--- src/rtl/clk_div_prog.sv ---
// clk_div_prog: runtime-programmable clock divider.
//   tick    : registered one-cycle enable pulse every D enabled cycles.
//   clk_out : registered 50%-duty square wave, period 2*D cycles.
// A new divisor is staged in a shadow register and only takes effect at a
// terminal count (or while the divider is stopped), so no runt periods occur.
// Optional build macro: CLK_DIV_SYNC_CLR_EN adds a synchronous phase clear
// input (sync_clr) for aligning several dividers.
module clk_div_prog #(
  parameter int W         = 16,
  parameter int RESET_DIV = 1
) (
  input  logic         clk,
  input  logic         reset,
  input  logic         en,
`ifdef CLK_DIV_SYNC_CLR_EN
  input  logic         sync_clr,
`endif
  input  logic [W-1:0] div_val,
  input  logic         div_load,
  output logic         div_pending,
  output logic         load_err,
  output logic         tick,
  output logic         clk_out
);

  localparam logic [W-1:0] RST_D = W'(RESET_DIV);
  localparam logic [W-1:0] ONE   = W'(1);

  logic [W-1:0] cnt;
  logic [W-1:0] active_d;
  logic [W-1:0] shadow;
  logic         clr;
  logic         at_tc;
  logic         load_ok;
  logic         load_bad;
  logic         apply_now;

`ifdef CLK_DIV_SYNC_CLR_EN
  assign clr = sync_clr;
`else
  assign clr = 1'b0;
`endif

  // div_load is a one-cycle strobe with no back-pressure: every cycle it is
  // high, div_val is consumed (accepted if non-zero, rejected with load_err
  // if zero). The last accepted value before the apply point wins.
  assign load_ok  = div_load && (div_val != '0);
  assign load_bad = div_load && (div_val == '0);

  // Terminal count: last cycle of the current period with the active divisor.
  assign at_tc = en && !clr && (cnt == (active_d - ONE));

  // A staged divisor is committed at TC, on a clear, or while stopped.
  assign apply_now = div_pending && (at_tc || clr || !en);

  // Counter, outputs and divisor bookkeeping; async active-low reset.
  always_ff @(posedge clk or negedge reset) begin
    if (!reset) begin
      cnt         <= '0;
      active_d    <= RST_D;
      shadow      <= RST_D;
      tick        <= 1'b0;
      clk_out     <= 1'b0;
      div_pending <= 1'b0;
      load_err    <= 1'b0;
    end else begin
      load_err <= load_bad;

      // Phase: clear has priority, then counting, else freeze.
      if (clr) begin
        cnt     <= '0;
        tick    <= 1'b0;
        clk_out <= 1'b0;
      end else if (en) begin
        if (at_tc) begin
          cnt     <= '0;
          tick    <= 1'b1;
          clk_out <= ~clk_out;
        end else begin
          cnt  <= cnt + ONE;
          tick <= 1'b0;
        end
      end else begin
        tick <= 1'b0;
        // Stopped with a staged divisor: restart the period under the new D.
        if (div_pending) cnt <= '0;
      end

      // Commit a previously staged divisor.
      if (apply_now) begin
        active_d    <= shadow;
        div_pending <= 1'b0;
      end

      // A load landing exactly on an apply point bypasses the shadow wait.
      if (load_ok) begin
        shadow <= div_val;
        if (at_tc || clr) begin
          active_d    <= div_val;
          div_pending <= 1'b0;
        end else begin
          div_pending <= 1'b1;
        end
      end
    end
  end

endmodule

--- config.mk ---
export PLATFORM = sky130hd
export DESIGN_NAME = clk_div_prog
export DESIGN_NICKNAME = d
export VERILOG_FILES = /design/src/rtl/clk_div_prog.sv
export SDC_FILE = /design/constraint.sdc
export NUM_CORES = 1
export LEC_CHECK = 0
export CAP_MARGIN = 20
export CORE_AREA = 2 2 127 67
export DETAILED_ROUTE_END_ITERATION = 12
export DIE_AREA = 0 0 129 69
export MAX_ROUTING_LAYER = met4
export PLACE_DENSITY = 0.63
export SLEW_MARGIN = 25
export SYNTH_ARGS = -nofsm -noshare
export SYNTH_HDL_FRONTEND = slang
export SYNTH_SLANG_ARGS = --single-unit
--- constraint.sdc ---
create_clock -name clk -period 8 [get_ports clk]
set_clock_uncertainty 0.2 [all_clocks]
set_input_delay 1.6 -clock clk [delete_from_list [all_inputs] [get_ports clk]]
set_output_delay 1.6 -clock clk [all_outputs]
set_load 0.05 [all_outputs]
==> summary.md <==
| Metric | Value |
|---|---|
| Final worst path period share | `approximately 52%` |
| Share of layout cells above drive strength 1 | `a little over an eighth` |
| Routability cong. | `0.874` |
| CP required | `between 8 and 9 ns` |
| Post-synth EDFFs | `0` |
| RSZ-0062 raised after global routing | `false` |
| Cells after Synth | `367` |
| Root Buffer | `clkbuf_16` |
| Core box area | `between 7000 and 8000 µm²` |
| Clock sinks | `52` |
| Num CTS Buffers | `5` |
| Synth cell types | `51` |
| Worst setup margin | `about 3.8 ns` |
| Data arrival time of the worst path | `between 4 and 5 ns` |
| Mux contribution to synthesized area | `between 3 and 4%` |
| DR vias/cell | `around 6.2` |
| Synth-to-layout area growth | `13.0%` |
| Clock-pin slew on the worst setup and hold paths | `0.07 ns` |
| Initial antenna violation count | `0` |
| # fillers | `~730` |
| Synth Area in Simple Gates | `a little over a quarter` |
| Clock latency on the worst-skew pair | `around 0.3 ns` |
| Mapped Area | `3440 µm²` |
| Yosys warns | `0` |
| Clock power share | `between 30 and 40%` |
| Net Sw Frac | `31.1%` |
| Max Freq | `approximately 240 MHz` |
| Most used flip-flop cell after synthesis | `dfrtp_1` |
| Adder-cell share of the synthesized area | `0.728%` |
| CP Buf/Inv Count | `3` |
| Xor and xnor area share after synthesis | `under 10%` |
| Least-Margin Pin Slew | `1.10 ns` |
| Die Wd | `between 100 and 150 µm` |
| Setup Buffers After CTS | `0` |
| Initial Util | `between 40 and 50%` |
| Antenna Cells | `0` |
| Post-Syn Nets | `between 300 and 400` |
| FP Rows | `23` |
| Synthesized area per cell | `~9.4 µm²` |
| Seq/Total Area, Yosys | `between 30% and 40%` |
| Final setup fails | `0` |
| First-pass GRT wire length | `around 15000 µm` |
| Max Root-Sink Buffers | `2` |
| Placement Setup Slack | `~3.6 ns` |
| GR Layer Usage met2 | `between 20% and 30%` |
| GR Overflow Total | `0` |
| Rel. slew slack | `a little over a quarter` |
| Vias in the first global route | `roughly 2800` |
| # nets final | `394` |
| Pwr dens | `between 200 and 250 nW/µm²` |
| Final min period | `4.17 ns` |
| Grt met3 use | `approximately 6%` |
| Crit path max fanout | `35` |
| HPWL Detailed | `6170 µm` |
| CTS tree | `done` |
| Lkg Pwr | `1.40 nW` |
| # hold bufs at CTS | `0` |
| # DRC | `0` |
| CP cell instances | `clkdlybuf4s50_1 > buf_4 > inv_1 > nor4b_1 > o31ai_1 > nor4_4 > a311oi_1 > a21oi_1` |
| Largest net degree at the start of global routing | `53` |
| GRT Max-Usage Layer | `met1` |
| GR Util met1 | `roughly a third` |
| DIE AREA | `~9000 µm²` |
| Final Max Tran Viols | `0` |
| Setup tns final | `0 ns` |
| Max-cap violation count | `0` |
| Drt first pass iters | `4` |
| Nature of the critical path startpoint | `primary input` |
| Final WL | `roughly 9200 µm` |
| Crit path kind | `primary input to flop` |
| Outcome | `complete, no violations` |
| Resized Gates After CTS | `0` |
| Comb power frac | `approximately a quarter` |
| Synth Area in Compound Gates | `between 20% and 30%` |
| Worst vdd ir | `around 0.000096 V` |
| Wire length per cell | `roughly 19 µm` |
| Flop pwr share | `41.6%` |
| Main combinational cell family by area after synthesis | `simple AND/OR/NAND/NOR gates` |
| Number of port buffers | `23` |
| ANT nets after route | `0` |
| CP peak stage delay | `slightly below 0.8 ns` |
| Synth Register Bits | `52` |
| Net Switching | `0.252 mW` |
| Crit-path leading delay family | `simple AND/OR/NAND/NOR gates` |
| H-tree depth | `2` |
| Final count of hold timing violations | `0` |
| Worst min-delay path category | `flop to flop` |
| Element type at the critical path end | `flop` |
| Iter 0 DRT Violations | `roughly 210` |
| P_int | `0.559 mW` |
| Top Ports | `24` |
| Vias | `3010` |
| Die Y-Extent | `69 µm` |
| FFs w/ async S/R, synth | `100%` |
| CP max stage cell | `nor4_4` |
| Tot GR Track Use | `between 20% and 30%` |
[cell usage after synthesis, types with 2 or more instances]
| cell | number | share of area (%) |
|---|---|---|
| nor3_1 | 8 | 1.2 |
| buf_6 | 4 | 1.3 |
| nor4_4 | 2 | 1.2 |
| a311oi_1 | 17 | 4.3 |
| nor4_2 | 10 | 3.6 |
| a31oi_1 | 23 | 4.2 |
| dfrtp_1 | 50 | 36 |
| o211ai_1 | 18 | 3.9 |
| xor2_1 | 6 | 1.5 |
| mux2_2 | 10 | 3.3 |
| nand2_1 | 27 | 2.9 |
| inv_1 | 10 | 1.1 |
| buf_2 | 3 | 0.44 |
| nor4b_1 | 2 | 0.51 |
| nand2b_1 | 4 | 0.73 |
| or2_2 | 2 | 0.36 |
| dfstp_2 | 2 | 1.5 |
| or4_4 | 3 | 0.98 |
| ha_1 | 2 | 0.73 |
| a21oi_1 | 19 | 2.8 |
| o21ai_0 | 5 | 0.73 |
| o22ai_1 | 2 | 0.36 |
| nor4_1 | 14 | 2.5 |
| or3_1 | 11 | 2.0 |
| nor2_1 | 13 | 1.4 |
| and3_1 | 5 | 0.91 |
| o31a_1 | 2 | 0.51 |
| nand4_1 | 6 | 1.1 |
| xnor2_1 | 14 | 3.6 |
| nand3_1 | 9 | 1.3 |
| clkbuf_1 | 20 | 2.2 |
| o31ai_1 | 2 | 0.44 |
| buf_4 | 3 | 0.66 |
| nor2b_1 | 15 | 2.7 |
| or4_1 | 8 | 1.7 |
[worst paths after layout]
| check | slack [ns] | end | cells past startpoint | startpoint |
|---|---|---|---|---|
| min reg2reg | 0.27 | shadow[0] | 2 | shadow[0] |
| max reg2reg | 4.06 | active_d[15] | 9 | active_d[1] |
| min in group asynchronous | 1.23 | cnt[0] | 2 | reset |
| max | 3.83 | active_d[15] | 8 | en |
| max in group asynchronous | 5.90 | cnt[13] | 2 | reset |
| min | 0.27 | shadow[0] | 2 | shadow[0] |
[state kept, by name (all words and copies together), names as in the netlist]
register and count:
active_d 16, clk_out 1, cnt 16, div_pending 1, load_err 1, shadow 16, tick 1
[metrics by stage]
stage / total power [mW] / hold slack, ns / instance area, µm² / std cells / utilization (%)
floorplan: 0.477 / 0.239 / 3440 / 367 / -
global placement: 0.527 / 0.253 / 3690 / 477 / 47.3
detailed placement: 0.534 / 0.256 / 3690 / 477 / 47.3
CTS: 0.813 / 0.266 / 3880 / 485 / 49.8
global route: 0.852 / 0.289 / 3880 / 485 / 49.8
finish: 0.811 / 0.265 / 3880 / 485 / 49.8
[power groups by stage]
stage	clock network, mW	registers [mW]	logic (mW)
floorplan	0	0.320	0.157
global placement	0	0.340	0.187
detailed placement	0	0.341	0.192
CTS	0.283	0.336	0.193
global route	0.295	0.343	0.214
finish	0.280	0.337	0.194
[kinds of logic (layout without fill, tap and decap cells)]
logic type                 Yosys count  count (layout)
buffers and inverters               41              47
AOI/OAI and AO/OA                   97              97
DFF                                 52              52
xor gates and xnor gates            20              20
muxes                               10              10
and+or+nand+nor                    145             145
adders and majority gates            2               2
[worst register-to-register path, cell delays in order (launching register included)]
cell and delay (ns):
dfrtp_1 0.43, inv_1 0.10, ha_1 0.28, or3b_2 0.57, o31a_1 0.35, nor4_1 0.35, nor3b_2 0.17, or4_4 0.86
a311oi_1 0.40, a21oi_1 0.12
[area by class of cell]
class	instances	area [µm²]	area share, %
clock buffers	6	129	3.32
clock inverters	2	60.1	1.55
inverters	10	37.5	0.967
multi-input cells	274	1940	50.0
flip-flops and latches	52	1300	33.6
well taps	112	140	3.61
repair buffers	29	270	6.96
[cells in the final DEF (no fill, tap or decap), drive strengths merged, types with 6 or more instances in the layout]
cell / count
a21oi: 19
a311oi: 17
a31oi: 23
buf: 7
clkbuf: 6
clkdlybuf4s50: 22
dfrtp: 50
inv: 10
mux2: 10
nand2: 27
nand3: 9
nand4: 6
nor2: 14
nor2b: 15
nor3: 8
nor4: 26
o211ai: 18
or3: 11
or4: 11
xnor2: 14
xor2: 6
[layer usage]
| layer | vias up | part of all wire, % |
|---|---|---|
| met5 | - | 0 |
| met4 | 0 | 0.65 |
| met3 | 8 | 6.4 |
| met2 | 85 | 39 |
| met1 | 1493 | 54 |
| li1 | 1424 | - |
Power figures use the tool's default switching activity.
